File: src/rtl/ntt_lane_dma.sv
// Vector DMA sequencer: streams source beats from memory port B into the NTT lane
// and writes the NTT output beats back to a destination region via a small FIFO.
module ntt_lane_dma #(
   parameter int LANE       = 8,
   parameter int BEATS      = 64,
   parameter int ADDR_W     = 14,
   parameter int FIFO_DEPTH = 4
) (
   input  logic                   clk,
   input  logic                   rst_n,
   input  logic                   start,
   input  logic [ADDR_W-1:0]      src_addr,
   input  logic [ADDR_W-1:0]      dst_addr,
   output logic                   busy,
   output logic                   done,
   output logic                   err_overflow,
   output logic                   mem_renb,
   output logic                   mem_wenb,
   output logic [3:0]             mem_webb,
   output logic                   mem_w_is_vector,
   output logic [ADDR_W-1:0]      mem_addrb,
   output logic [LANE*32-1:0]     mem_datab,
   input  logic [LANE*32-1:0]     mem_qb,
   output logic                   ntt_valid_in,
   output logic [LANE*32-1:0]     ntt_lane_in,
   input  logic                   ntt_valid_out,
   input  logic [LANE*32-1:0]     ntt_lane_out
);

   localparam int W     = LANE * 32;
   localparam int CNT_W = $clog2(BEATS + 1);
   localparam int PTR_W = $clog2(FIFO_DEPTH);

   typedef enum logic {IDLE, RUN} state_t;

   state_t            state, state_nx;
   logic [ADDR_W-1:0] rd_ptr, wr_ptr;
   logic [CNT_W-1:0]  rd_cnt, wr_cnt;
   logic              done_q;
   logic              valid_in_q;
   logic              err_q;

   logic [W-1:0]      fifo_mem [FIFO_DEPTH];
   logic [PTR_W:0]    f_wr, f_rd;
   logic              f_empty, f_full;

   logic              accept, do_wr, do_rd, last_wr, push, ovf;

   assign f_empty = (f_wr == f_rd);
   assign f_full  = (f_wr[PTR_W] != f_rd[PTR_W]) && (f_wr[PTR_W-1:0] == f_rd[PTR_W-1:0]);
   assign accept  = (state == IDLE) && start;

   // NOTE: every always_comb output gets a default first so no path can infer a latch.
   always_comb begin
      state_nx = state;
      do_wr    = 1'b0;
      do_rd    = 1'b0;
      last_wr  = 1'b0;
      unique case (state)
         IDLE: if (start) state_nx = RUN;
         RUN: begin
            if (!f_empty) begin
               do_wr = 1'b1;
               if (wr_cnt == CNT_W'(BEATS - 1)) begin
                  last_wr  = 1'b1;
                  state_nx = IDLE;
               end
            end else if (rd_cnt < CNT_W'(BEATS)) begin
               do_rd = 1'b1;
            end
         end
         default: state_nx = IDLE;
      endcase
   end

   // Pop is honoured in the same cycle, so a full FIFO still accepts a beat while writing.
   assign push = ntt_valid_out && (!f_full || do_wr);
   assign ovf  = ntt_valid_out && f_full && !do_wr;

   assign busy            = (state == RUN);
   assign done            = done_q;
   assign err_overflow    = err_q;
   assign mem_wenb        = do_wr;
   assign mem_renb        = do_rd;
   assign mem_webb        = {4{do_wr}};
   assign mem_w_is_vector = do_wr;
   assign mem_addrb       = do_wr ? wr_ptr : (do_rd ? rd_ptr : '0);
   assign mem_datab       = do_wr ? fifo_mem[f_rd[PTR_W-1:0]] : '0;
   assign ntt_valid_in    = valid_in_q;
   assign ntt_lane_in     = valid_in_q ? mem_qb : '0;

   // NOTE: sequential state uses non-blocking assignments so all registers update together.
   always_ff @(posedge clk or negedge rst_n) begin
      if (!rst_n) begin
         state      <= IDLE;
         rd_ptr     <= '0;
         wr_ptr     <= '0;
         rd_cnt     <= '0;
         wr_cnt     <= '0;
         done_q     <= 1'b0;
         valid_in_q <= 1'b0;
         err_q      <= 1'b0;
         f_wr       <= '0;
         f_rd       <= '0;
      end else begin
         state      <= state_nx;
         done_q     <= last_wr;
         valid_in_q <= do_rd;
         if (accept) begin
            rd_ptr <= src_addr;
            wr_ptr <= dst_addr;
            rd_cnt <= '0;
            wr_cnt <= '0;
         end else if (do_wr) begin
            wr_ptr <= wr_ptr + ADDR_W'(LANE);
            wr_cnt <= wr_cnt + 1'b1;
         end else if (do_rd) begin
            rd_ptr <= rd_ptr + ADDR_W'(LANE);
            rd_cnt <= rd_cnt + 1'b1;
         end
         if (accept)   err_q <= ovf;
         else if (ovf) err_q <= 1'b1;
         if (push)  f_wr <= f_wr + 1'b1;
         if (do_wr) f_rd <= f_rd + 1'b1;
      end
   end

   // NOTE: the FIFO storage is not reset; the cleared pointers already mark it empty.
   always_ff @(posedge clk) begin
      if (push) fifo_mem[f_wr[PTR_W-1:0]] <= ntt_lane_out;
   end

endmodule

File: config.mk
export PLATFORM = sky130hd
export DESIGN_NAME = ntt_lane_dma
export DESIGN_NICKNAME = d
export VERILOG_FILES = /design/src/rtl/ntt_lane_dma.sv
export SDC_FILE = /design/constraint.sdc
export NUM_CORES = 1
export LEC_CHECK = 0
export ABC_AREA = 1
export CAP_MARGIN = 20
export CORE_AREA = 3 3 418 420
export CTS_CLUSTER_SIZE = 20
export DETAILED_ROUTE_END_ITERATION = 12
export DIE_AREA = 0 0 421 423
export PLACE_DENSITY = 0.47
export SYNTH_ARGS = -nofsm -noshare
export SYNTH_HDL_FRONTEND = slang
export SYNTH_SLANG_ARGS = --single-unit
File: constraint.sdc
create_clock -name clk -period 17.2 [get_ports clk]
set_input_delay 3.44 -clock clk [delete_from_list [all_inputs] [get_ports clk]]
set_output_delay 3.44 -clock clk [all_outputs]
set_load 0.02 [all_outputs]
==> key figures <==
Outcome
  – Run status: complete, no violations

Worst setup path
  – CP max stage delay: 870 ps
  – CP Class: reg -> out
  – CP Launch Type: register
  – Worst path required time: roughly 14,000 ps
  – Slowest cell on the critical path: buf_4
  – Worst setup EP type: primary output
  – Worst path arrival time: roughly 5800 ps
  – Critical Path, Cell by Cell: inv_8, nand2_1, nand2_1, nand3_2, nand2_4, buf_12, buf_4, buf_4, a21oi_2, clkdlybuf4s50_1
  – CP max FO: between 100 and 150

Floorplan
  – Core ar.: 171,000 um2
  – # IOs: ~1,100
  – Starting Density: a little over a quarter
  – FP Rows: around 150
  – Die H: 423 um
  – Total die area: 178,000 um2
  – Die Width: 421 um

STA
  – Crit share post-route: a little over half
  – Setup_tns: 0 ps
  – Max Slew Vio Count: 0
  – Fmax: roughly 110 MHz
  – RSZ-0062 raised after global routing: false
  – Slew @ Worst Pin: between 1000 and 1500 ps
  – Final Worst Setup Slack: between 7000 and 8000 ps
  – Crit path time final: around 9200 ps
  – Hold_ws: 478 ps
  – Maximum clock skew at final layout: ~31 ps
  – Max_slew headroom: 18.8%
  – Endpoints failing hold: 0
  – Setup violations, final: 0

Placement
  – PortBufs: 1,080
  – RD Place Congestion: between 1 and 1.5
  – Placed cell count: a little over 7,000
  – DPL Wire Length: roughly 160 mm
  – Post-placement worst setup slack: roughly 8300 ps
  – Dpl cell area: 58,400 um2

Global route
  – GRT overflow: 0
  – Vias in the first global route: 32,200
  – GRT Total Usage: 24.3%
  – Initial antenna violation count: 122
  – First-pass GRT wire length: about 300 mm
  – Largest net degree at the start of global routing: approximately 150

Route
  – Antenna viol nets, final: 0
  – Pre-antenna DRT Iters: 5
  – Via count: roughly 34,000
  – Wire per inst: 29.7 um
  – DRC: 0
  – DR iter-0 viols: ~2,200
  – Final WL: between 200 and 250 mm
  – Vias per inst: between 4 and 5

Clocking
  – Post-cts resize count: 0
  – CTS Buffer Depth: 3
  – Clk slew on worst S/H paths: about 50 ps
  – CTS tree: done
  – CTS root buffer: clkbuf_16
  – Clock tree sinks: 1,076
  – Insertion delay to the later sink of the worst-skew pair: between 700 and 800 ps
  – Total CTS buffers: between 100 and 150
  – CTS H-tree depth: 4
  – Hold_buf cts: 0
  – Postcts setup bufs: 0

Synth
  – Yosys reg bits: 1,076
  – Syn Std Cell Area: 45,500 um2
  – Count of different cell masters after synthesis: 27
  – Syn Area/Cell: 11.3 um2
  – Syn. warnings: 0
  – Mapped Nets: ~4,600
  – Sequential fraction of the synthesis area: a little over two thirds
  – Cells after Synth: between 4,000 and 5,000

Power and ir drop
  – Cell-internal power: 7.12 mW
  – Peak VDD IR: 0.000118 V
  – Sw power: approximately 5.5 mW
  – Pwr dens: about 200 nW/um2
  – Seq pwr share: between 20% and 30%
  – Switch share: between 40% and 50%
  – Power Total: ~13 mW
  – Leak: 23.0 nW
  – Clock share of power: between 20% and 30%
  – Comb pwr share: 49.6%

Final layout
  – Layout cells sized above 1: 8.93%
  – Most common library cell in the layout ignoring fill and taps: clkdlybuf4s50_1
  – Post-layout net count: 5,584
  – Final Cell Area: between 60,000 and 70,000 um2
  – Non-filler cells, final: 7,468
  – Most frequent cells in the layout: 1,079 x clkdlybuf4s50_1, 1,048 x nor2_1, 1,024 x edfxtp_1, 546 x o21ai_0, 430 x nand2_1
  – Post-Route Utilization: a little over a third
  – Layout area overhead: 37.9%

Hold path
  – Min-delay worst type: reg -> reg

Flow run
  – Max cap viols: 0
-- Yosys cell counts (all sizes together) --
cell,count,area (um2)
nor3,1,5.00
o22ai,11,68.8
inv,311,1170
nand4,9,56.3
nand3,54,275
ha,9,113
buf,128,783
xnor2,4,42.6
or2,3,18.8
edfxtp,1024,30700
xor2,7,61.3
o211ai,1,7.51
o21ai,547,2740
nand2,431,1620
a21oi,258,2080
clkbuf,121,454
dfrtp,52,1300
nor2,1053,3960
-- final timing paths --
kind / startpoint / to / slack (ps) / depth (start not counted)
setup reg to reg: f_rd[1] / fifo_mem[1][237] / 11730 / 9
min in group asynchronous: rst_n / rd_ptr[0] / 2880 / 2
max in group asynchronous: rst_n / ntt_valid_in / 13670 / 2
setup / recovery: f_rd[1] / mem_datab[232] / 7980 / 10
hold reg to reg: wr_cnt[6] / done / 480 / 1
hold / removal: wr_cnt[6] / done / 480 / 1
-- layout make-up --
class / instances / area [um2]
Antenna cell: 27 / 67.6
Clock buffer: 159 / 3410
Clock inverter: 73 / 867
Fill cell: 16900 / 109000
Inverter: 311 / 1180
Multi-Input combinational cell: 2388 / 11100
Sequential cell: 1076 / 32100
Tap cell: 2310 / 2890
Timing Repair Buffer: 1124 / 11200
-- power groups by stage --
stage,sequential [mW],clock [mW],combinational (mW)
after global placement,3.68,0,6.37
after CTS,3.64,2.79,6.39
after global routing,3.68,2.89,6.68
after detailed placement,3.69,0,6.36
after floorplan,3.81,0,3.54
final,3.63,2.71,6.24
-- critical path, delay by kind of cell (launching register included) --
family | cells | cell delay [ps]
buf+inv | 5 | 3190
compound gates | 1 | 70
simple gates | 4 | 770
flops | 1 | 730
-- cells by family after synthesis --
group | Yosys count | synth area share [%]
compound gates | 817 | 10.8
fa+ha+maj | 9 | 0.248
xor+xnor | 11 | 0.228
simple gates | 1551 | 13.0
flops | 1076 | 70.5
buf+inv | 560 | 5.29
-- registers in the layout, indices dropped and copies added (netlist names) --
signal and cells:
rd_cnt 7, ntt_valid_in 1, busy 1, wr_cnt 7
rd_ptr 14, fifo_mem 1024, wr_ptr 14, err_overflow 1
f_rd 3, f_wr 3, done 1
-- per-layer routing --
layer	GRT usage [%]	up-vias	part of all wire, %
li1	-	15700	-
met1	28.1	16400	39
met2	42.2	1107	50
met3	7.91	333	7.3
met4	8.10	40	3.8
met5	0	-	0.12
(Power assumes the default switching activity.)
